[config.mk]
export PLATFORM = sky130hd
export DESIGN_NAME = pc_redirect_unit
export DESIGN_NICKNAME = d
export VERILOG_FILES = /design/src/rtl/pc_redirect_unit.sv
export SDC_FILE = /design/constraint.sdc
export NUM_CORES = 1
export LEC_CHECK = 0
export CORE_UTILIZATION = 31
export CTS_BUF_LIST = sky130_fd_sc_hd__clkbuf_4
export DETAILED_ROUTE_END_ITERATION = 16
export MAX_ROUTING_LAYER = met4
export PLACE_DENSITY = 0.71
export SLEW_MARGIN = 20
export SYNTH_ARGS = -nofsm -noshare
export SYNTH_HDL_FRONTEND = slang
export SYNTH_SLANG_ARGS = --single-unit
[constraint.sdc]
create_clock -name clk -period 4.6 [get_ports clk]
set_input_delay 0.69 -clock clk [delete_from_list [all_inputs] [get_ports clk]]
set_output_delay 0.69 -clock clk [all_outputs]
set_load 0.005 [all_outputs]
[src/rtl/pc_redirect_unit.sv]
// Fetch PC generator with branch/jump redirect and a wrong-path flush window.
// Define BRANCH_STATS_EN to build the saturating taken/not-taken branch counters.
module pc_redirect_unit #(
    parameter logic [31:0] RESET_PC     = 32'h0000_0000,
    parameter int unsigned FLUSH_CYCLES = 2
) (
    input  logic        clk,
    input  logic        rst,
    input  logic        stall,
    input  logic        br_valid,
    input  logic        bcres,
    input  logic [31:0] br_pc,
    input  logic [31:0] br_offset,
    input  logic        jump_valid,
    input  logic [31:0] jump_target,
    output logic [31:0] pc,
    output logic        redirect,
    output logic        flush,
    output logic [15:0] taken_cnt,
    output logic [15:0] nottaken_cnt
);

    typedef enum logic {
        RUN   = 1'b0,
        FLUSH = 1'b1
    } state_t;

    localparam logic [2:0] FCNT_INIT = 3'(FLUSH_CYCLES - 1);

    state_t      state_q, state_d;
    logic [31:0] pc_q, pc_d;
    logic        redirect_q, redirect_d;
    logic        flush_q, flush_d;
    logic [2:0]  fcnt_q, fcnt_d;

    logic        take_br;
    logic        take_jmp;
    logic [31:0] br_target;
    logic [31:0] jmp_target;
    logic [31:0] pc_seq;
    logic        unused_jt_lsbs;

    // Branch beats jump; both are only honoured on the correct path (RUN).
    assign take_br    = (state_q == RUN) && br_valid && bcres;
    assign take_jmp   = (state_q == RUN) && jump_valid && !take_br;
    assign br_target  = br_pc + 32'd4 + (br_offset << 2);
    assign jmp_target = {jump_target[31:2], 2'b00};
    assign pc_seq     = pc_q + 32'd4;
    assign unused_jt_lsbs = ^jump_target[1:0];

    always_comb begin
        state_d    = state_q;
        pc_d       = pc_q;
        redirect_d = 1'b0;
        flush_d    = flush_q;
        fcnt_d     = fcnt_q;
        case (state_q)
            RUN: begin
                // A redirect is taken even while stalled so the target is never lost.
                if (take_br || take_jmp) begin
                    pc_d       = take_br ? br_target : jmp_target;
                    redirect_d = 1'b1;
                    flush_d    = 1'b1;
                    fcnt_d     = FCNT_INIT;
                    state_d    = FLUSH;
                end else if (!stall) begin
                    pc_d = pc_seq;
                end
            end
            FLUSH: begin
                if (!stall) begin
                    pc_d = pc_seq;
                    if (fcnt_q == 3'd0) begin
                        state_d = RUN;
                        flush_d = 1'b0;
                    end else begin
                        fcnt_d = fcnt_q - 3'd1;
                    end
                end
            end
            default: state_d = RUN;
        endcase
    end

    always_ff @(posedge clk or posedge rst) begin
        if (rst) begin
            state_q    <= RUN;
            pc_q       <= RESET_PC;
            redirect_q <= 1'b0;
            flush_q    <= 1'b0;
            fcnt_q     <= 3'd0;
        end else begin
            state_q    <= state_d;
            pc_q       <= pc_d;
            redirect_q <= redirect_d;
            flush_q    <= flush_d;
            fcnt_q     <= fcnt_d;
        end
    end

    assign pc       = pc_q;
    assign redirect = redirect_q;
    assign flush    = flush_q;

`ifdef BRANCH_STATS_EN
    logic [15:0] taken_q;
    logic [15:0] nottaken_q;
    logic        count_nt;

    assign count_nt = (state_q == RUN) && br_valid && !bcres;

    always_ff @(posedge clk or posedge rst) begin
        if (rst) begin
            taken_q    <= 16'd0;
            nottaken_q <= 16'd0;
        end else begin
            if (take_br && (taken_q != 16'hFFFF))
                taken_q <= taken_q + 16'd1;
            if (count_nt && (nottaken_q != 16'hFFFF))
                nottaken_q <= nottaken_q + 16'd1;
        end
    end

    assign taken_cnt    = taken_q;
    assign nottaken_cnt = nottaken_q;
`else
    assign taken_cnt    = 16'd0;
    assign nottaken_cnt = 16'd0;
`endif

endmodule

**Word level (Yosys, flattened, before mapping)**

Index checks and enable logic that the tools add are counted.

- Add/sub/neg operators: 4
- Equality and inequality tests: 4
- Muxes and demuxes: 17
- Bitwise logic cells: 1
- Reduce and logical (&&, ||, !) cells: 9

Operators by type and width:

| cell | number |
|---|---|
| $mux 32 | 3 |
| $add 32x3->32 const B | 2 |
| $pmux 32 s2 | 1 |
| $add 32x32->32 | 1 |
| $mux 3 | 3 |
| $mux 1 | 7 |
| $pmux 3 s2 | 1 |
| $reduce_and 3->1 | 2 |
| $logic_and 1x1->1 | 4 |
| $ne 2x1->1 const B | 2 |
| $ne 2x2->1 const B | 2 |
| $pmux 1 s2 | 2 |
| $logic_not 3->1 | 1 |
| $sub 3x1->3 const B | 1 |
| $logic_not 1->1 | 1 |
| $logic_or 1x1->1 | 1 |
| $not 1->1 | 1 |

- Register bits: 38
- Bits of input ports: 102
- Output and inout port bits: 66
- Word-level logic and storage cells: 40

**Logic depth before layout (Yosys ltp)**

Gate-level depths: netlist of run 1.

- Word-level depth: 8
- Gate-level depth with buffers: 13
- Mapped depth without buffers: 13

**Worst setup path before layout of run 1**

OpenSTA, ideal clock, no wires.

- Kind: in2reg
- From: input port br_pc[3]
- To: register pc_q[27] (netlist: pc[27])
- Library setup time: 0.123 ns
- Data arrival time: 3.093 ns
- Data required time: 4.477 ns
- Slack: 1.384 ns
- Stages on the path: 11
- Path buffers: 0
- Path through: ha_1 -> ha_1 -> fa_1 -> a21o_1 -> a221oi_2 -> o31ai_4 -> a31oi_4 -> o31ai_4 -> a41oi_2 -> xor2_1 -> a21oi_1

- Cells in the longest elaborated chain, start to end: 5

RTL lines:

| what | RTL line | RTL |
|---|---|---|
| start, declared | 12 | `input logic [31:0] br_pc,` |
| $add 32x3->32 | 46 | `assign br_target = br_pc + 32'd4 + (br_offset << 2);` |
| $add 32x32->32 | 46 |  |
| $mux 32 | 61 | `pc_d = take_br ? br_target : jmp_target;` |
| $mux 32 | 60 | `if (take_br \|\| take_jmp) begin` |
| $pmux 32 s2 | 57 | `case (state_q)` |
| net pc_d[27] | 31 | `logic [31:0] pc_q, pc_d;` |
| end signal, assigned | 94 | `pc_q <= pc_d;` |
| end, declared | 31 |  |

The timed path passes the listed nets, and every way through them passes these cells.
A chain may end at the register's enable or synchronous reset.

**Final worst setup path of run 1**

- From: input port br_pc[3]
- To: register pc_q[25] (netlist: pc[25])

Same word-level chain as after synthesis.

==> impl_results.md, run 1 <==
* Layout cell share with drive strength beyond 1 at 4.86%
* Cell variety after synth at 69
* Most area-hungry cell type in the Yosys netlist: dfrtp_1
* CTS clock-pin slew for the worst setup and hold paths at 130 ps
* Wire length of the first global-routing pass at 19.9 mm
* Ports placed on the boundary at 168
* Unrepaired setup endpoints after global routing: no
* Initial antenna violation count at 0
* Sequential area share after synthesis at 21.7%
* Post-CTS setup buffers at 0
* Maximum clock rate at 284 MHz
* Classification of the worst-slack hold path: reg2reg
* Later-pin clock latency in the skew report at 350 ps
* Maximum clock skew at final layout at 10.9 ps
* Synthesis-to-layout area growth at 31.8%
* Internal reg-to-reg setup slack at 2050 ps
* # port buffers at 131
* Worst Hold Path Cells at 1
* Worst slew margin relative to its limit at 37.7%
* Worst setup SP type: primary input
* Area contributors post-synth: dfrtp_1 (22%), ha_1 (17%), buf_4 (5.8%)
* Post-synth EDFFs at 0
* Die ar. at 0.0146 mm2
* Clock buffer count from CTS at 5
* Initial Utilization at 31.7%
* Hold EP: fcnt_q[0]
* Number of synthesized register bits at 38
* Site Rows at 43
* Post-Synthesis Mean Instance Area at 8.50 um2
* Final clock period utilization by the worst path at 76.6%
* DRC violation total after the first TritonRoute iteration at 196
* Largest net degree at the start of global routing at 39
* Max H-tree Level at 2
* Critical path class: in2reg
* Post-synth top area share at 21.7%
* Total power per unit cell area at 374 mW/mm2
* Total GRT Usage at 17.7%
* Fraction of registers with async set/reset at 100%
* Overall power at 2160 uW
* Via density per instance at 5.05
* Clock tree from TritonCTS: built
* Detailed Routing Iterations Pass 1 at 4
* Min setup slack post-route at 1080 ps
* Finished Cell Area at 0.00577 mm2
* Number of max-slew violations in the final report at 0
* Synth warn at 0
* Total Routed Length at 12.4 mm
* Number of vias in the routed layout at 4127
* Startpoint of the most critical register-to-register path: state_q
* Mapped Cells at 515
* Number of design rule violations left after detail routing at 0
* Number of nets with antenna violations after detailed routing at 0
* Depth of the most critical reg-to-reg path at 5
* Post-layout min period at 3520 ps
* Worst slew pin tran at 934 ps
* Width of the die at 121 um
* Hold Buf Count CTS at 0
* GP Congestion at 0.881
* Area of the core region at 0.0138 mm2
* Static Leak at 0.00246 uW
* Root Buffer Master: clkbuf_4
* Outcome: finished clean
* Number of endpoints with negative hold slack in the final report at 0
* Setup violation total in the final timing report at 0
* Worst IR drop on VDD at 0.138 mV
* Endpoint type of the worst setup path: flip-flop
* Max FO, Critical Path at 5
* Main flop type after synthesis: dfrtp_1
* Worst hold margin at 507 ps
* Antenna fix cells at 0
* Arrival time at the worst endpoint at 3760 ps
* Detail-routed net length per standard cell at 15.2 um
* Resize count post-CTS at 0
* Capture point of the worst reg-to-reg path: pc[13]
* Via count of the first global-routing pass at 3948
* Post-DP HPWL at 9.97 mm
* Worst slack at placement at 676 ps
* Die boundary height at 121 um
* Number of buffers on the longest clock path at 2
* Number of clock sinks at 38
* Post-synthesis instance area at 0.00438 mm2
* Required time worst endpoint at 4840 ps
* Overflow left after global routing at 0
* Worst hold start: fcnt_q[0]
* Setup TNS at 0 ps
* Final-stage net count at 800
* Max-cap violation count at 0
* Placed Instance Area at 0.00569 mm2
[cell usage after synthesis, drive strengths merged (6+ instances only)]
library cell	n
xor2	28
and3	8
a21o	15
buf	43
nand2	43
clkbuf	8
o22ai	15
nand4	10
nor3	10
xnor2	23
o21ai	29
nor2	31
dfrtp	38
nor2b	6
inv	15
nand3	16
ha	60
a31oi	10
a21oi	41
[sequential cells by signal (all words and copies together), names as in the netlist]
| signal | count |
|---|---|
| redirect | 1 |
| flush | 1 |
| state_q | 1 |
| pc | 32 |
| fcnt_q | 3 |
[cell type report]
cell class                 instances  area (um2)
tap                              180         225
clock buffer                       5        37.5
fill                            1398        8060
sequential                        38         951
timing repair buffer             135        1340
clock inverter                     3        40.0
multi-input combinational        441        3120
inverter                          16        60.1
[cell families (layout without fill, tap and decap cells)]
kind of cell             count (synthesis)  after routing  share of synthesized area (%)
adder cells (fa/ha/maj)                 61             61                           17.6
buffers and inverters                   67            159                           9.80
AO/OA/AOI/OAI                          154            154                           24.3
other                                    1             32                         0.0856
XOR/XNOR                                51             51                           10.2
multiplexers                             2              2                          0.457
flip-flops                              38             38                           21.7
AND/OR/NAND/NOR                        141            141                           15.8
[cells in the final DEF (no fill, tap or decap), types with 5 or more instances in the layout]
cell,synthesis,final
clkdlybuf4s50_1,0,131
ha_1,60,60
nand2_1,43,43
a21oi_1,41,41
dfrtp_1,38,38
conb_1,1,32
nor2_1,30,30
xor2_1,28,28
o21ai_0,25,25
xnor2_1,23,23
nand3_1,16,16
inv_1,15,15
a21o_1,15,15
o22ai_1,15,15
nand4_1,10,10
a31oi_1,9,9
nor3_1,9,9
and3_1,8,8
nor2b_1,6,6
clkbuf_4,0,5
[critical path, stage by stage]
cell and delay [ps]:
clkdlybuf4s50_1 400, ha_1 290, ha_1 230, fa_1 410, a21o_1 220, a221oi_2 240, buf_4 190, o31ai_4 70
a31oi_4 320, o31ai_4 160, a21oi_1 200, xor2_1 220, a31oi_1 110
[power breakdown]
group | leakage (uW) | switching, uW | internal (uW) | total (uW)
sequential | 0.000444 | 193 | 496 | 689
clock | 0.0000450 | 122 | 113 | 235
combinational | 0.00197 | 568 | 668 | 1240
total | 0.00246 | 883 | 1280 | 2160
[layer usage]
layer / global-route usage [%] / part of all wire, % / up-vias
met2: 29.7 / 48 / 127
li1: - / - / 2070
met5: - / 0 / -
met3: 3.57 / 6.2 / 8
met4: 2.70 / 0.97 / 0
met1: 22.2 / 45 / 1922
[metrics by stage]
step	instances	util [%]
6_report	818	41.7
3_5_place_dp	810	41.2
5_1_grt	818	41.7
2_1_floorplan	546	-
3_3_place_gp	810	41.2
4_1_cts	818	41.7
[worst max path at each step]
stage | start | endpoint | slack, ps | cells past startpoint
3_5_place_dp | br_pc[3] | pc[25] | 680 | 13
6_report | br_pc[3] | pc[25] | 1080 | 13
3_3_place_gp | br_pc[3] | pc[25] | 700 | 13
2_1_floorplan | br_pc[3] | pc[27] | 1380 | 11
5_1_grt | br_pc[3] | pc[25] | 930 | 13
4_1_cts | br_pc[3] | pc[25] | 1050 | 13
No activity file was read; power rests on OpenSTA's default activity.
==> inputs of run 2 (changes only) <==
--- a/config.mk
+++ b/config.mk
@@ -9,7 +9,7 @@
 export CTS_BUF_LIST = sky130_fd_sc_hd__clkbuf_4
 export DETAILED_ROUTE_END_ITERATION = 16
 export MAX_ROUTING_LAYER = met4
-export PLACE_DENSITY = 0.71
+export PLACE_DENSITY = 0.73
 export SLEW_MARGIN = 20
 export SYNTH_ARGS = -nofsm -noshare
 export SYNTH_HDL_FRONTEND = slang
==> constraint.sdc (replaced) <==
create_clock -name clk -period 2.85 [get_ports clk]
set_input_delay 0.4275 -clock clk [delete_from_list [all_inputs] [get_ports clk]]
set_output_delay 0.4275 -clock clk [all_outputs]
set_load 0.005 [all_outputs]
==> run 2 against run 1 <==
Hold slack lost 11 ps. Critical path type unchanged. Register-to-register slack worse by 1500 ps. Total power grew 74%. Highest routed layer unchanged. Count of clock-buffer cells in the layout grew 1. Clock skew decreased by 7.5 ps. First-iteration DRC count grew 31%. Global-route usage up 1.1 points. Core utilization up 7.5 points.
==> impl_results.md, run 2 (same netlist as run 1, synthesis figures left out) <==
* Worst setup SP type: primary input
* Filler cells at 1283
* Overall power at 3770 uW
* Total power per unit cell area at 554 mW/mm2
* Largest net degree at the start of global routing at 39
* Classification of the worst-slack hold path: in2async
* Number of buffers on the longest clock path at 2
* Later-pin clock latency in the skew report at 340 ps
* GP Congestion at 0.874
* Maximum clock rate at 356 MHz
* Root Buffer Master: clkbuf_4
* CTS clock-pin slew for the worst setup and hold paths at 120 ps
* Worst slew pin tran at 632 ps
* Initial antenna violation count at 0
* Area of the core region at 0.0138 mm2
* Number of clock sinks at 38
* Global-route met1 utilization at 23.5%
* Max H-tree Level at 2
* Ports placed on the boundary at 168
* Via density per instance at 4.96
* Reg area at 951 um2
* Commonest cells after routing, fill and taps aside: clkdlybuf4s50_1 (119), buf_4 (87), nand2_1 (43), ha_1 (42)
* Met2 track demand over resource at 31.4%
* Most common cell after layout, fill and taps aside: clkdlybuf4s50_1
* Clock tree from TritonCTS: built
* Worst IR drop on VDD at 0.232 mV
* Die boundary height at 121 um
* M3 GR Usage at 3.38%
* Endpoint type of the worst setup path: flip-flop
* Layout cell share with drive strength beyond 1 at 21.0%
* Number of design rule violations left after detail routing at 0
* Max FO, Critical Path at 3
* Width of the die at 121 um
* Die ar. at 0.0146 mm2
* Final-stage net count at 887
* Number of endpoints with negative hold slack in the final report at 0
* Wire length of the first global-routing pass at 21.0 mm
* DRC violation total after the first TritonRoute iteration at 256
* Max reg flops at 32
* CP cell instances: clkdlybuf4s15_1, ha_4, ha_4, fa_2, a21o_1, a221oi_4, o31ai_4, a31oi_4, o31ai_4, buf_6, a41oi_2, xor2_1, a21oi_1
* WP buf/inv at 2
* Arrival time at the worst endpoint at 3050 ps
* Number of vias in the routed layout at 4485
* Critical Path Max Stage Delay at 400 ps
* Outcome: finished clean
* Critical path class: in2reg
* Post-DP HPWL at 10.8 mm
* Total Routed Length at 13.8 mm
* Initial Utilization at 31.7%
* Antenna fix cells at 0
* Detailed Routing Iterations Pass 1 at 5
* Worst slew margin relative to its limit at 57.9%
* Min setup slack post-route at 40.6 ps
* Final clock period utilization by the worst path at 98.6%
* Cell family contributing the most delay on the critical path: compound AO/OA/AOI/OAI gates
* Overflow left after global routing at 0
* Setup violation total in the final timing report at 0
* Multi-input combinational cell area at 0.00348 mm2
* Synthesis-to-layout area growth at 55.3%
* Number of nets with antenna violations after detailed routing at 0
* Number of max-slew violations in the final report at 0
* Maximum clock skew at final layout at 3.41 ps
* Unrepaired setup endpoints after global routing: yes
* Static Leak at 0.00300 uW
* Post-layout min period at 2810 ps
* # port buffers at 131
* Final core utilization at 49.2%
* Detail-routed net length per standard cell at 15.3 um
* Worst slack at placement at -621 ps
* Max-cap violation count at 0
* Via count of the first global-routing pass at 4326
* Required time worst endpoint at 3090 ps
* Site Rows at 43
* Most heavily used metal layer in global routing: met2
* Slowest cell on the critical path: fa_2
* Total GRT Usage at 18.7%
* Clock buffer count from CTS at 5
## run 2: cell type report
cell class | count | share of cell area [%]
clock buffers | 6 | 0.662
clock inverters | 2 | 0.129
flip-flops and latches | 38 | 14.0
well taps | 180 | 3.31
inverters | 16 | 0.883
multi-input cells | 441 | 51.2
repair buffers | 222 | 29.8
## run 2: per-stage QoR
step / setup TNS, ps / area, um2 / std cells / hold slack [ps]
6_report: 0 / 6800 / 905 / 496
5_1_grt: -127 / 6800 / 905 / 537
4_1_cts: 0 / 6430 / 899 / 507
3_5_place_dp: -7680 / 6290 / 888 / 480
3_3_place_gp: -6990 / 6290 / 888 / 467
2_1_floorplan: 0 / 4510 / 546 / 449
## run 2: routing by layer
layer	routed length [um]	part of all wire (%)	vias up
met5	0	0	-
met4	189	1.4	0
met3	864	6.2	16
met2	6740	49	140
met1	6050	44	2089
li1	-	-	2240
## run 2: what timing repair did
action	4_1_cts	5_1_grt
pin swaps	15	31
endpoints found under the setup margin	10	13
hold buffers	0	0
gates resized for setup	17	51
setup buffers	3	8
## run 2: power by group
| group | total [uW] | switching, uW | internal, uW | leakage, uW |
|---|---|---|---|---|
| clock network | 292 | 189 | 102 | 0.0000331 |
| registers | 1120 | 323 | 801 | 0.000444 |
| logic | 2350 | 1030 | 1320 | 0.00252 |
## run 2: worst min-delay path, stage by stage
cell             delay [ps]
clkdlybuf4s50_1         400
inv_1                    50
buf_4                   420
## run 2: final timing paths
| path | cells after the start | start | slack, ps | endpoint |
|---|---|---|---|---|
| worst max-delay path | 13 | br_offset[1] | 40 | pc[27] |
| worst min-delay path | 3 | rst | 500 | redirect |
| worst max register to register | 8 | pc[17] | 540 | pc[31] |
| worst min register to register | 2 | flush | 500 | flush |
| max in group asynchronous | 3 | rst | 2010 | pc[13] |
| min in group clk | 2 | flush | 500 | flush |
==> inputs of run 3 (changes only) <==
--- a/config.mk
+++ b/config.mk
@@ -10,6 +10,7 @@
 export DETAILED_ROUTE_END_ITERATION = 16
 export MAX_ROUTING_LAYER = met4
 export PLACE_DENSITY = 0.73
+export SKIP_LAST_GASP = 1
 export SLEW_MARGIN = 20
 export SYNTH_ARGS = -nofsm -noshare
 export SYNTH_HDL_FRONTEND = slang
==> run 3 against run 2 <==
First-iteration DRC count grew 10%. Flip-flop and latch count is the same. Fmax grew 0.78%. Critical endpoint unchanged.
==> impl_results.md, run 3 (same netlist as run 1, synthesis figures left out) <==
* Worst IR drop on VDD at 0.200 mV
* Outcome: finished clean
* GP Congestion at 0.874
* Initial Utilization at 31.7%
* # port buffers at 131
* Total Routed Length at 13.7 mm
* Ports placed on the boundary at 168
* Worst slew margin relative to its limit at 58.0%
* Final core utilization at 48.8%
* Setup TNS at 0 ps
* Filler cells at 1297
* Final clock period utilization by the worst path at 97.8%
* Arrival time at the worst endpoint at 3020 ps
* Clock buffer count from CTS at 5
* Max-cap violation count at 0
* Worst slew pin tran at 631 ps
* Endpoint type of the worst setup path: flip-flop
* Number of design rule violations left after detail routing at 0
* Number of vias in the routed layout at 4457
* Clock tree from TritonCTS: built
* Detail-routed net length per standard cell at 15.2 um
* Worst setup SP type: primary input
* Via density per instance at 4.94
* Capture point of the worst reg-to-reg path: pc[31]
* Maximum clock rate at 359 MHz
* Max reg flops at 32
* Detailed Routing Iterations Pass 1 at 4
* Largest net degree at the start of global routing at 39
* Reg area at 951 um2
* Most common cell after layout, fill and taps aside: clkdlybuf4s50_1
* Depth of the most critical reg-to-reg path at 8
* Overflow left after global routing at 0
* Initial antenna violation count at 0
* Startpoint of the most critical register-to-register path: pc[17]
* Max FO, Critical Path at 3
* Met2 track demand over resource at 31.4%
* Critical path class: in2reg
* Setup violation total in the final timing report at 0
* CTS clock-pin slew for the worst setup and hold paths at 120 ps
* DRC violation total after the first TritonRoute iteration at 282
* Number of buffers on the longest clock path at 2
* Global-route met1 utilization at 23.5%
* Width of the die at 121 um
* Die boundary height at 121 um
* Number of max-slew violations in the final report at 0
* Unrepaired setup endpoints after global routing: yes
* Antenna fix cells at 0
* Hold Buf Count CTS at 0
* Multi-input combinational cell area at 0.00345 mm2
* Root Buffer Master: clkbuf_4
* Die ar. at 0.0146 mm2
* Number of nets with antenna violations after detailed routing at 0
* Static Leak at 0.00298 uW
* Most heavily used metal layer in global routing: met2
* Site Rows at 43
* Later-pin clock latency in the skew report at 350 ps
* Layout cell share with drive strength beyond 1 at 20.3%
* Number of clock sinks at 38
* Number of endpoints with negative hold slack in the final report at 0
* Total power per unit cell area at 554 mW/mm2
* Maximum clock skew at final layout at 7.63 ps
* Total GRT Usage at 18.7%
* Post-layout min period at 2790 ps
* Final-stage net count at 885
* Wire length of the first global-routing pass at 21.0 mm
* Commonest cells after routing, fill and taps aside: clkdlybuf4s50_1 (120), buf_4 (86), ha_1 (44), nand2_1 (43)
* Via count of the first global-routing pass at 4326
* Max H-tree Level at 2
* Classification of the worst-slack hold path: in2async
* M3 GR Usage at 3.38%
* Area of the core region at 0.0138 mm2
* Post-DP HPWL at 10.8 mm
* Required time worst endpoint at 3090 ps
* Synthesis-to-layout area growth at 54.1%
* Internal reg-to-reg setup slack at 550 ps
[run 3: cell count changes in the layout (fill, tap and decap cells not counted), sizes merged]
cell	previous run	this run
dlymetal6s2s	8	7
buf	91	89
clkdlybuf4s50	119	120
[run 3: metal layers]
layer  part of all wire, %  up-vias
met2                    48      143
met1                    44     2070
met3                   6.5       10
met4                   1.0        0
met5                     0        -
li1                      -     2234
[run 3: what timing repair did]
item	CTS	global route
resized for setup	16	47
setup buffers	3	5
pin swaps	15	29
cloned	0	0
endpoints found under the setup margin	10	13
[run 3: report_power, final]
part,switching [uW],leakage [uW],total (uW),internal (uW)
sequential,320,0.000444,1120,801
combinational,1020,0.00250,2330,1310
clock,188,0.0000331,291,102
[run 3: critical path, cell delays in order]
cell,delay [ps]
clkdlybuf4s15_1,210
ha_4,260
ha_4,160
fa_2,400
a21o_1,210
a221oi_4,340
o31ai_4,110
a31oi_4,220
o31ai_4,120
buf_6,140
a41oi_2,170
xor2_1,170
a21oi_1,80
[run 3: layout make-up]
type                    count  area share [%]
multi-input cells         441            51.1
flip-flops and latches     38            14.1
repair buffers            220            29.7
clock buffers               6           0.667
inverters                  16           0.890
well taps                 180            3.34
clock inverters             2           0.130
[run 3: how the worst max path moves through the flow]
stage	start	to	slack, ps	cells after the start
final	br_offset[1]	pc[27]	60	13
after global routing	br_offset[3]	pc[28]	-30	11
after CTS	br_offset[5]	pc[27]	-7	12
after detailed placement	br_pc[3]	pc[25]	-620	12
after global placement	br_pc[3]	pc[25]	-550	12
after floorplan	br_pc[3]	pc[27]	4	11
[run 3: through the flow]
| stage | setup WS (ps) | hold WS, ps | cells | total power (uW) | area (um2) |
|---|---|---|---|---|---|
| 2_1_floorplan | 4.03 | 449 | 546 | 2240 | 4510 |
| 3_3_place_gp | -553 | 467 | 888 | 3290 | 6290 |
| 6_report | 62.3 | 490 | 903 | 3740 | 6750 |
| 5_1_grt | -33.7 | 537 | 903 | 4040 | 6750 |
| 4_1_cts | -7.29 | 507 | 899 | 3650 | 6430 |
| 3_5_place_dp | -621 | 480 | 888 | 3320 | 6290 |
